==> src/rtl/jk_pkg.sv <==
// Shared definitions for the JK command sequencer: op codes, FSM states and
// the queued command payload.
package jk_pkg;

   localparam int unsigned JK_CNT_W = 4;

   localparam logic [1:0] JK_HOLD   = 2'b00;
   localparam logic [1:0] JK_RESET  = 2'b01;
   localparam logic [1:0] JK_SET    = 2'b10;
   localparam logic [1:0] JK_TOGGLE = 2'b11;

   typedef enum logic {
      IDLE = 1'b0,
      RUN  = 1'b1
   } state_t;

   typedef struct packed {
      logic [1:0]          op;
      logic [JK_CNT_W-1:0] len;
   } cmd_t;

endpackage

==> src/rtl/jk_cmd_sequencer_if.sv <==
// Command handshake between a command source and the JK sequencer.
interface jk_cmd_sequencer_if #(
   parameter int unsigned CNT_W = jk_pkg::JK_CNT_W
) ();

   logic             cmd_valid;
   logic             cmd_ready;
   logic [1:0]       cmd_op;
   logic [CNT_W-1:0] cmd_len;

   modport master (output cmd_valid, output cmd_op, output cmd_len, input cmd_ready);
   modport slave  (input cmd_valid, input cmd_op, input cmd_len, output cmd_ready);

endinterface

==> src/rtl/jk_cmd_fifo.sv <==
// Synchronous FIFO holding packed {op,len} commands; no fall-through, so a
// word written into an empty FIFO is readable from the following cycle.
module jk_cmd_fifo #(
   parameter int unsigned DEPTH = 4,
   parameter int unsigned W     = 6
) (
   input  logic         clk,
   input  logic         rst,
   input  logic         i_push,
   input  logic [W-1:0] i_wdata,
   input  logic         i_pop,
   output logic [W-1:0] o_rdata,
   output logic         o_full,
   output logic         o_empty
);

   localparam int unsigned AW = $clog2(DEPTH);

   logic [W-1:0]  r_mem [DEPTH];
   logic [AW-1:0] r_wr_ptr;
   logic [AW-1:0] r_rd_ptr;
   logic [AW:0]   r_count;
   logic          w_do_push;
   logic          w_do_pop;

   assign o_full    = (r_count == (AW+1)'(DEPTH));
   assign o_empty   = (r_count == '0);
   assign w_do_push = i_push & ~o_full;
   assign w_do_pop  = i_pop & ~o_empty;
   assign o_rdata   = r_mem[r_rd_ptr];

   always_ff @(posedge clk) begin
      if (w_do_push) r_mem[r_wr_ptr] <= i_wdata;
   end

   // Pointers wrap naturally; a push on a full FIFO stays blocked even with a pop.
   always_ff @(posedge clk) begin
      if (rst) begin
         r_wr_ptr <= '0;
         r_rd_ptr <= '0;
         r_count  <= '0;
      end else begin
         if (w_do_push) r_wr_ptr <= r_wr_ptr + AW'(1);
         if (w_do_pop)  r_rd_ptr <= r_rd_ptr + AW'(1);
         case ({w_do_push, w_do_pop})
            2'b10:   r_count <= r_count + (AW+1)'(1);
            2'b01:   r_count <= r_count - (AW+1)'(1);
            default: r_count <= r_count;
         endcase
      end
   end

endmodule

==> src/rtl/jk_cmd_sequencer.sv <==
// Queues {op,len} commands and drives the JK cell's j/k for len+1 cycles each,
// keeping a registered shadow of the cell's q.
module jk_cmd_sequencer
   import jk_pkg::*;
#(
   parameter int unsigned DEPTH = 4,
   parameter int unsigned CNT_W = JK_CNT_W
) (
   input  logic              clk,
   input  logic              rst,
   jk_cmd_sequencer_if.slave cmd,
   output logic              j,
   output logic              k,
   output logic              busy,
   output logic              done,
   output logic              q_model
);

   localparam int unsigned CMD_W = 2 + CNT_W;

   state_t           r_state;
   logic [CNT_W-1:0] r_cnt;
   logic             r_j;
   logic             r_k;
   logic             r_q;
   logic             r_done;
   logic             r_rst_q;

   logic             w_full;
   logic             w_empty;
   logic             w_push;
   logic             w_pop;
   logic [CMD_W-1:0] w_head;
   logic [1:0]       w_head_op;
   logic [CNT_W-1:0] w_head_len;

   // Held low through reset and for the first cycle after release.
   assign cmd.cmd_ready = ~rst & ~r_rst_q & ~w_full;
   assign w_push        = cmd.cmd_valid & cmd.cmd_ready;
   assign w_pop         = ~w_empty & ((r_state == IDLE) | (r_cnt == '0));
   assign w_head_op     = w_head[CMD_W-1 -: 2];
   assign w_head_len    = w_head[CNT_W-1:0];

   jk_cmd_fifo #(
      .DEPTH (DEPTH),
      .W     (CMD_W)
   ) u_fifo (
      .clk     (clk),
      .rst     (rst),
      .i_push  (w_push),
      .i_wdata ({cmd.cmd_op, cmd.cmd_len}),
      .i_pop   (w_pop),
      .o_rdata (w_head),
      .o_full  (w_full),
      .o_empty (w_empty)
   );

   always_ff @(posedge clk) begin
      r_rst_q <= rst;
   end

   always_ff @(posedge clk) begin
      if (rst) begin
         r_state <= IDLE;
         r_cnt   <= '0;
         r_j     <= 1'b0;
         r_k     <= 1'b0;
         r_q     <= 1'b0;
         r_done  <= 1'b0;
      end else begin
         r_done <= 1'b0;
         // Mirror of the JK cell clocked with the currently driven inputs.
         case ({r_j, r_k})
            JK_RESET:  r_q <= 1'b0;
            JK_SET:    r_q <= 1'b1;
            JK_TOGGLE: r_q <= ~r_q;
            default:   r_q <= r_q;
         endcase
         case (r_state)
            IDLE: begin
               if (w_pop) begin
                  {r_j, r_k} <= w_head_op;
                  r_cnt      <= w_head_len;
                  r_state    <= RUN;
               end else begin
                  {r_j, r_k} <= 2'b00;
               end
            end
            RUN: begin
               if (r_cnt != '0) begin
                  r_cnt <= r_cnt - CNT_W'(1);
               end else if (w_pop) begin
                  {r_j, r_k} <= w_head_op;
                  r_cnt      <= w_head_len;
               end else begin
                  {r_j, r_k} <= 2'b00;
                  r_done     <= 1'b1;
                  r_state    <= IDLE;
               end
            end
            default: r_state <= IDLE;
         endcase
      end
   end

   assign j       = r_j;
   assign k       = r_k;
   assign q_model = r_q;
   assign done    = r_done;
   assign busy    = (r_state == RUN);

endmodule

==> src/flat_wrapper.sv <==
// flat-port wrapper written by rule: the top's interface ports become plain ports
module jk_cmd_sequencer_flat import jk_pkg::*;
#(
   parameter int unsigned DEPTH = 4,
   parameter int unsigned CNT_W = JK_CNT_W
)
  (clk, rst, j, k, busy, done, q_model, cmd_cmd_valid, cmd_cmd_op, cmd_cmd_len, cmd_cmd_ready);
  jk_cmd_sequencer_if #(.CNT_W(CNT_W)) cmd_i ();
  input  logic clk;
  input  logic rst;
  output logic j;
  output logic k;
  output logic busy;
  output logic done;
  output logic q_model;
  input wire logic [$bits(cmd_i.cmd_valid)-1:0] cmd_cmd_valid;
  input wire logic [$bits(cmd_i.cmd_op)-1:0] cmd_cmd_op;
  input wire logic [$bits(cmd_i.cmd_len)-1:0] cmd_cmd_len;
  output wire logic [$bits(cmd_i.cmd_ready)-1:0] cmd_cmd_ready;
  assign cmd_i.cmd_valid = cmd_cmd_valid;
  assign cmd_i.cmd_op = cmd_cmd_op;
  assign cmd_i.cmd_len = cmd_cmd_len;
  assign cmd_cmd_ready = cmd_i.cmd_ready;
  jk_cmd_sequencer #(.DEPTH(DEPTH), .CNT_W(CNT_W)) u_core (.clk(clk), .rst(rst), .cmd(cmd_i), .j(j), .k(k), .busy(busy), .done(done), .q_model(q_model));
endmodule
==> config.mk <==
export PLATFORM = sky130hd
export DESIGN_NAME = jk_cmd_sequencer_flat
export DESIGN_NICKNAME = d
export VERILOG_FILES = /design/src/rtl/jk_pkg.sv /design/src/rtl/jk_cmd_sequencer_if.sv /design/src/rtl/jk_cmd_fifo.sv /design/src/rtl/jk_cmd_sequencer.sv /design/src/flat_wrapper.sv
export SDC_FILE = /design/constraint.sdc
export NUM_CORES = 1
export LEC_CHECK = 0
export CAP_MARGIN = 20
export CORE_UTILIZATION = 35
export DETAILED_ROUTE_END_ITERATION = 7
export GPL_TIMING_DRIVEN = 0
export PLACE_DENSITY_LB_ADDON = 0.1
export REMOVE_ABC_BUFFERS = 1
export SLEW_MARGIN = 15
export SYNTH_ARGS = -nofsm -noshare
export SYNTH_HDL_FRONTEND = slang
export SYNTH_SLANG_ARGS = --single-unit
==> constraint.sdc <==
create_clock -name clk -period 3.56 [get_ports clk]
set_clock_uncertainty 0.15 [all_clocks]
set_input_delay 0.356 -clock clk [delete_from_list [all_inputs] [get_ports clk]]
set_output_delay 0.356 -clock clk [all_outputs]
set_load 0.02 [all_outputs]
==> results.rst <==
.. list-table::
   :header-rows: 1

   * - Metric
     - Value
   * - Worst relative slew slack
     - between 40 and 50%
   * - Final wirelength
     - ~2.9 mm
   * - Number of global-route vias before repair
     - 1000
   * - Relative contribution of combinational cells to total power
     - 35.7%
   * - Placer Congestion
     - roughly 0.75
   * - Outcome
     - finished clean
   * - Slowest cell on the critical path
     - sky130_fd_sc_hd__or3b_1
   * - Commonest cells in the synthesized netlist
     - sky130_fd_sc_hd__edfxtp_1, sky130_fd_sc_hd__dfxtp_1, sky130_fd_sc_hd__nor2_1
   * - Ratio of cells with drive above 1 in the final layout
     - between 10 and 15%
   * - DRT antenna net count
     - 0
   * - Critical path type
     - reg2reg
   * - Reported max-cap violation count
     - 0
   * - YS warnings
     - 0
   * - WP buf/inv
     - 2
   * - Slew at the pin closest to its max-slew limit
     - about 0.8 ns
   * - # resized after CTS
     - 0
   * - Cts bufs inserted
     - 5
   * - Maximum operating frequency
     - 347.8 MHz
   * - Power density normalized to cell area
     - 750.1 mW/mm^2
   * - GRT overflow
     - 0
   * - Crit-path leading delay family
     - adder cells
   * - Share of synthesized cell area in full adder, half adder and majority cells
     - ~5.4%
   * - IR drop worst, VDD
     - 0.2920 mV
   * - Insertion delay of the later-clocked pin in the worst-skew pair
     - 0.29 ns
   * - Gate count after technology mapping
     - between 100 and 150
   * - Clock Tree Buf Depth
     - 2
   * - Flop2flop setup slack
     - ~0.7 ns
   * - Number of antenna violations at the first check in global routing
     - 0
   * - Unique cell type count in the Yosys netlist
     - 29
   * - Final total negative setup slack
     - 0 ns
   * - Placeable core region
     - between 0.004 and 0.005 sq mm
   * - Number of buffer cells added on primary ports
     - 14
   * - Initial core utilization
     - a little under two fifths
   * - Area contributors post-synth
     - sky130_fd_sc_hd__edfxtp_1, sky130_fd_sc_hd__dfxtp_1, sky130_fd_sc_hd__mux4_2, sky130_fd_sc_hd__ha_1, sky130_fd_sc_hd__nor2_1
   * - # clock sinks
     - 43
   * - Worst setup SP type
     - register
   * - CTS clk-pin slew, worst paths
     - about 0.080 ns
   * - Root Driver
     - sky130_fd_sc_hd__clkbuf_8
   * - GR Util All Layers
     - 12.99%
   * - Number of primary I/O pins
     - 15
   * - Setup violators final
     - 0
   * - Global-route wire length before repair
     - 4.892 mm
   * - Data arrival at the endpoint of the critical path
     - just under 3 ns
   * - Crit path capture type
     - register
   * - Power dissipated by switching net loads
     - around 550 uW
   * - Number of endpoints with negative hold slack in the final report
     - 0
   * - Share of synthesized registers carrying an async set or reset
     - 0%
   * - Antenna Diode Count
     - 0
   * - Area Overhead vs Synth
     - 17.18%
   * - Data required time of the worst path
     - between 3 and 4 ns
   * - Count of vias placed by the detailed router
     - around 1000
   * - Most common cell in the synthesized netlist
     - sky130_fd_sc_hd__edfxtp_1
   * - Finished Core Util
     - around 43%
   * - Min Clock Period, post-route
     - ~2.9 ns
   * - First-pass DRT Iterations
     - 6
   * - Hold Path Class
     - reg2reg
   * - Register share of total power
     - between 40% and 50%
   * - Leakage power total
     - a little under 0.0007 uW
   * - Post-detailed-route wirelength per cell
     - 13.87 um
   * - Post-synthesis share of cell area spent on xor and xnor gates
     - under 10%
   * - Part of the cycle the worst path needs
     - 80.77%
   * - Fraction of the yosys area taken by sequential cells
     - 62.99%
   * - Number of setup buffers added after CTS
     - 0
   * - Die footprint
     - 0.005281 sq mm
   * - Via/cell ratio
     - 4.750
   * - Dominant register cell in the synthesized netlist
     - sky130_fd_sc_hd__edfxtp_1
   * - Number of DRC markers after the initial detailed-route iteration
     - 66
   * - Post-detail-place hpwl
     - around 2 mm
   * - Chip width
     - 72.67 um
   * - Library cell with the largest summed area after synthesis
     - sky130_fd_sc_hd__edfxtp_1
   * - Portion of synthesized cell area occupied by the leading cell type
     - between 40% and 50%
   * - Detailed-route DRC error count
     - 0
   * - Cell area after synthesis
     - between 0.0015 and 0.002 sq mm
   * - Worst stage delay on the critical path
     - approximately 0.44 ns
   * - Synthesized-area fraction occupied by ao, oa, aoi and oai cells
     - 9.377%
   * - Maximum number of pins on one net before global-route repair
     - 21
   * - Final slew viol count
     - 0
   * - Clock network power share
     - 19.6%
   * - Number of synthesized flops with an enable pin
     - 24
   * - Sequence of cells on the critical path
     - inv_1 -> ha_1 -> or3b_1 -> a21oi_4 -> ha_1 -> inv_1 -> fa_1 -> xor2_1 -> or3_1 -> a21oi_1
   * - Count of standard-cell rows
     - 25
   * - Portion of netlist area occupied by mux cells
     - under 10%
   * - Dominant combinational cell family by area after synthesis
     - compound AO/OA/AOI/OAI gates
   * - CTS tree
     - yes
   * - Hold-fix buffers at CTS
     - 0
   * - Height of the die
     - just over 70 um
   * - Average instance area after synthesis
     - 13.87 sq um
   * - Post-synthesis register bit count
     - 43
   * - Synth Area in Simple Gates
     - about 8.4%
   * - Setup repair after global routing missed its margin
     - false
   * - Switch share
     - a little over a third
   * - Post-layout nets
     - 160
   * - Internal
     - 985.9 uW
   * - Deepest level of the CTS H-tree
     - 2
   * - Biggest fanout along the worst timing path
     - 6
worst reg2reg max path, cell delays in order (launching register included):
cell                      delay, ns
sky130_fd_sc_hd__dfxtp_1       0.34
sky130_fd_sc_hd__inv_1         0.06
sky130_fd_sc_hd__ha_1          0.19
sky130_fd_sc_hd__or3b_1        0.44
sky130_fd_sc_hd__a21oi_4       0.28
sky130_fd_sc_hd__ha_1          0.23
sky130_fd_sc_hd__inv_1         0.06
sky130_fd_sc_hd__fa_1          0.42
sky130_fd_sc_hd__xor2_1        0.16
sky130_fd_sc_hd__or3_1         0.30
sky130_fd_sc_hd__a21oi_1       0.14
flip-flops by register name, summed over array words and instances (netlist names), named ones only:
register,count
u_core.busy,1
u_core.r_rst_q,1
u_core.j,1
u_core.u_fifo.r_count,3
u_core.r_cnt,4
u_core.u_fifo.r_rd_ptr,2
u_core.k,1
u_core.q_model,1
u_core.done,1
u_core.u_fifo.r_mem,24
u_core.u_fifo.r_wr_ptr,2
worst paths after layout:
check | startpoint | cells after the start | to
hold / removal | u_core.k | 1 | u_core.q_model
setup / recovery | u_core.r_cnt[0] | 10 | u_core.u_fifo.r_count[2]
setup reg to reg | u_core.r_cnt[0] | 10 | u_core.u_fifo.r_count[2]
hold reg to reg | u_core.k | 1 | u_core.q_model
final cells by class:
class	instances	area, sq um
fill	456	2706
sequential	43	1101
multi-input combinational	69	593.1
timing repair buffer	14	140.1
tap	67	83.83
clock buffer	5	68.82
inverter	11	41.29
clock inverter	3	20.02
placed cells by master, fill, tap and decap left out, types with 4 or more instances in the layout:
| cell | synthesis | final |
|---|---|---|
| sky130_fd_sc_hd__a21oi_1 | 6 | 6 |
| sky130_fd_sc_hd__and2_1 | 4 | 4 |
| sky130_fd_sc_hd__clkbuf_8 | 0 | 5 |
| sky130_fd_sc_hd__clkdlybuf4s50_1 | 0 | 14 |
| sky130_fd_sc_hd__dfxtp_1 | 19 | 19 |
| sky130_fd_sc_hd__edfxtp_1 | 24 | 24 |
| sky130_fd_sc_hd__ha_1 | 6 | 6 |
| sky130_fd_sc_hd__inv_1 | 11 | 11 |
| sky130_fd_sc_hd__mux4_2 | 6 | 6 |
| sky130_fd_sc_hd__nor2_1 | 13 | 13 |
| sky130_fd_sc_hd__nor3_1 | 4 | 4 |
power by group through the flow:
| stage | Combinational (uW) | Clock [uW] | Sequential (uW) |
|---|---|---|---|
| 2_1_floorplan | 405 | 0 | 695 |
| 3_3_place_gp | 541 | 0 | 696 |
| 3_5_place_dp | 555 | 0 | 699 |
| 4_1_cts | 558 | 311 | 690 |
| 5_1_grt | 623 | 333 | 702 |
| 6_report | 549 | 301 | 686 |
per-layer routing:
metal | global-route usage [%] | wire length (um)
met5 | 0 | 0
met4 | 4.575 | 23
met3 | 4.972 | 122
met2 | 20.77 | 1422
met1 | 16.10 | 1371
per-stage QoR:
stage | std cells | hold WS [ns] | worst slack, ns | instance area [sq um] | total power [uW]
floorplan | 123 | 0.2337 | 0.9230 | 1735 | 1100
global placement | 204 | 0.3007 | 0.4115 | 1959 | 1237
detailed placement | 204 | 0.3167 | 0.3381 | 1959 | 1255
CTS | 212 | 0.3242 | 0.6332 | 2048 | 1560
global route | 212 | 0.3660 | 0.4556 | 2048 | 1658
finish | 212 | 0.3195 | 0.6847 | 2048 | 1536
cells by family (layout without fill, tap and decap cells):
family	Yosys count	after routing
fa+ha+maj	7	7
compound gates	20	20
flops	43	43
mux	6	6
xor+xnor	6	6
simple gates	30	30
buf+inv	14	33
No activity file was read; power rests on OpenSTA's default activity.
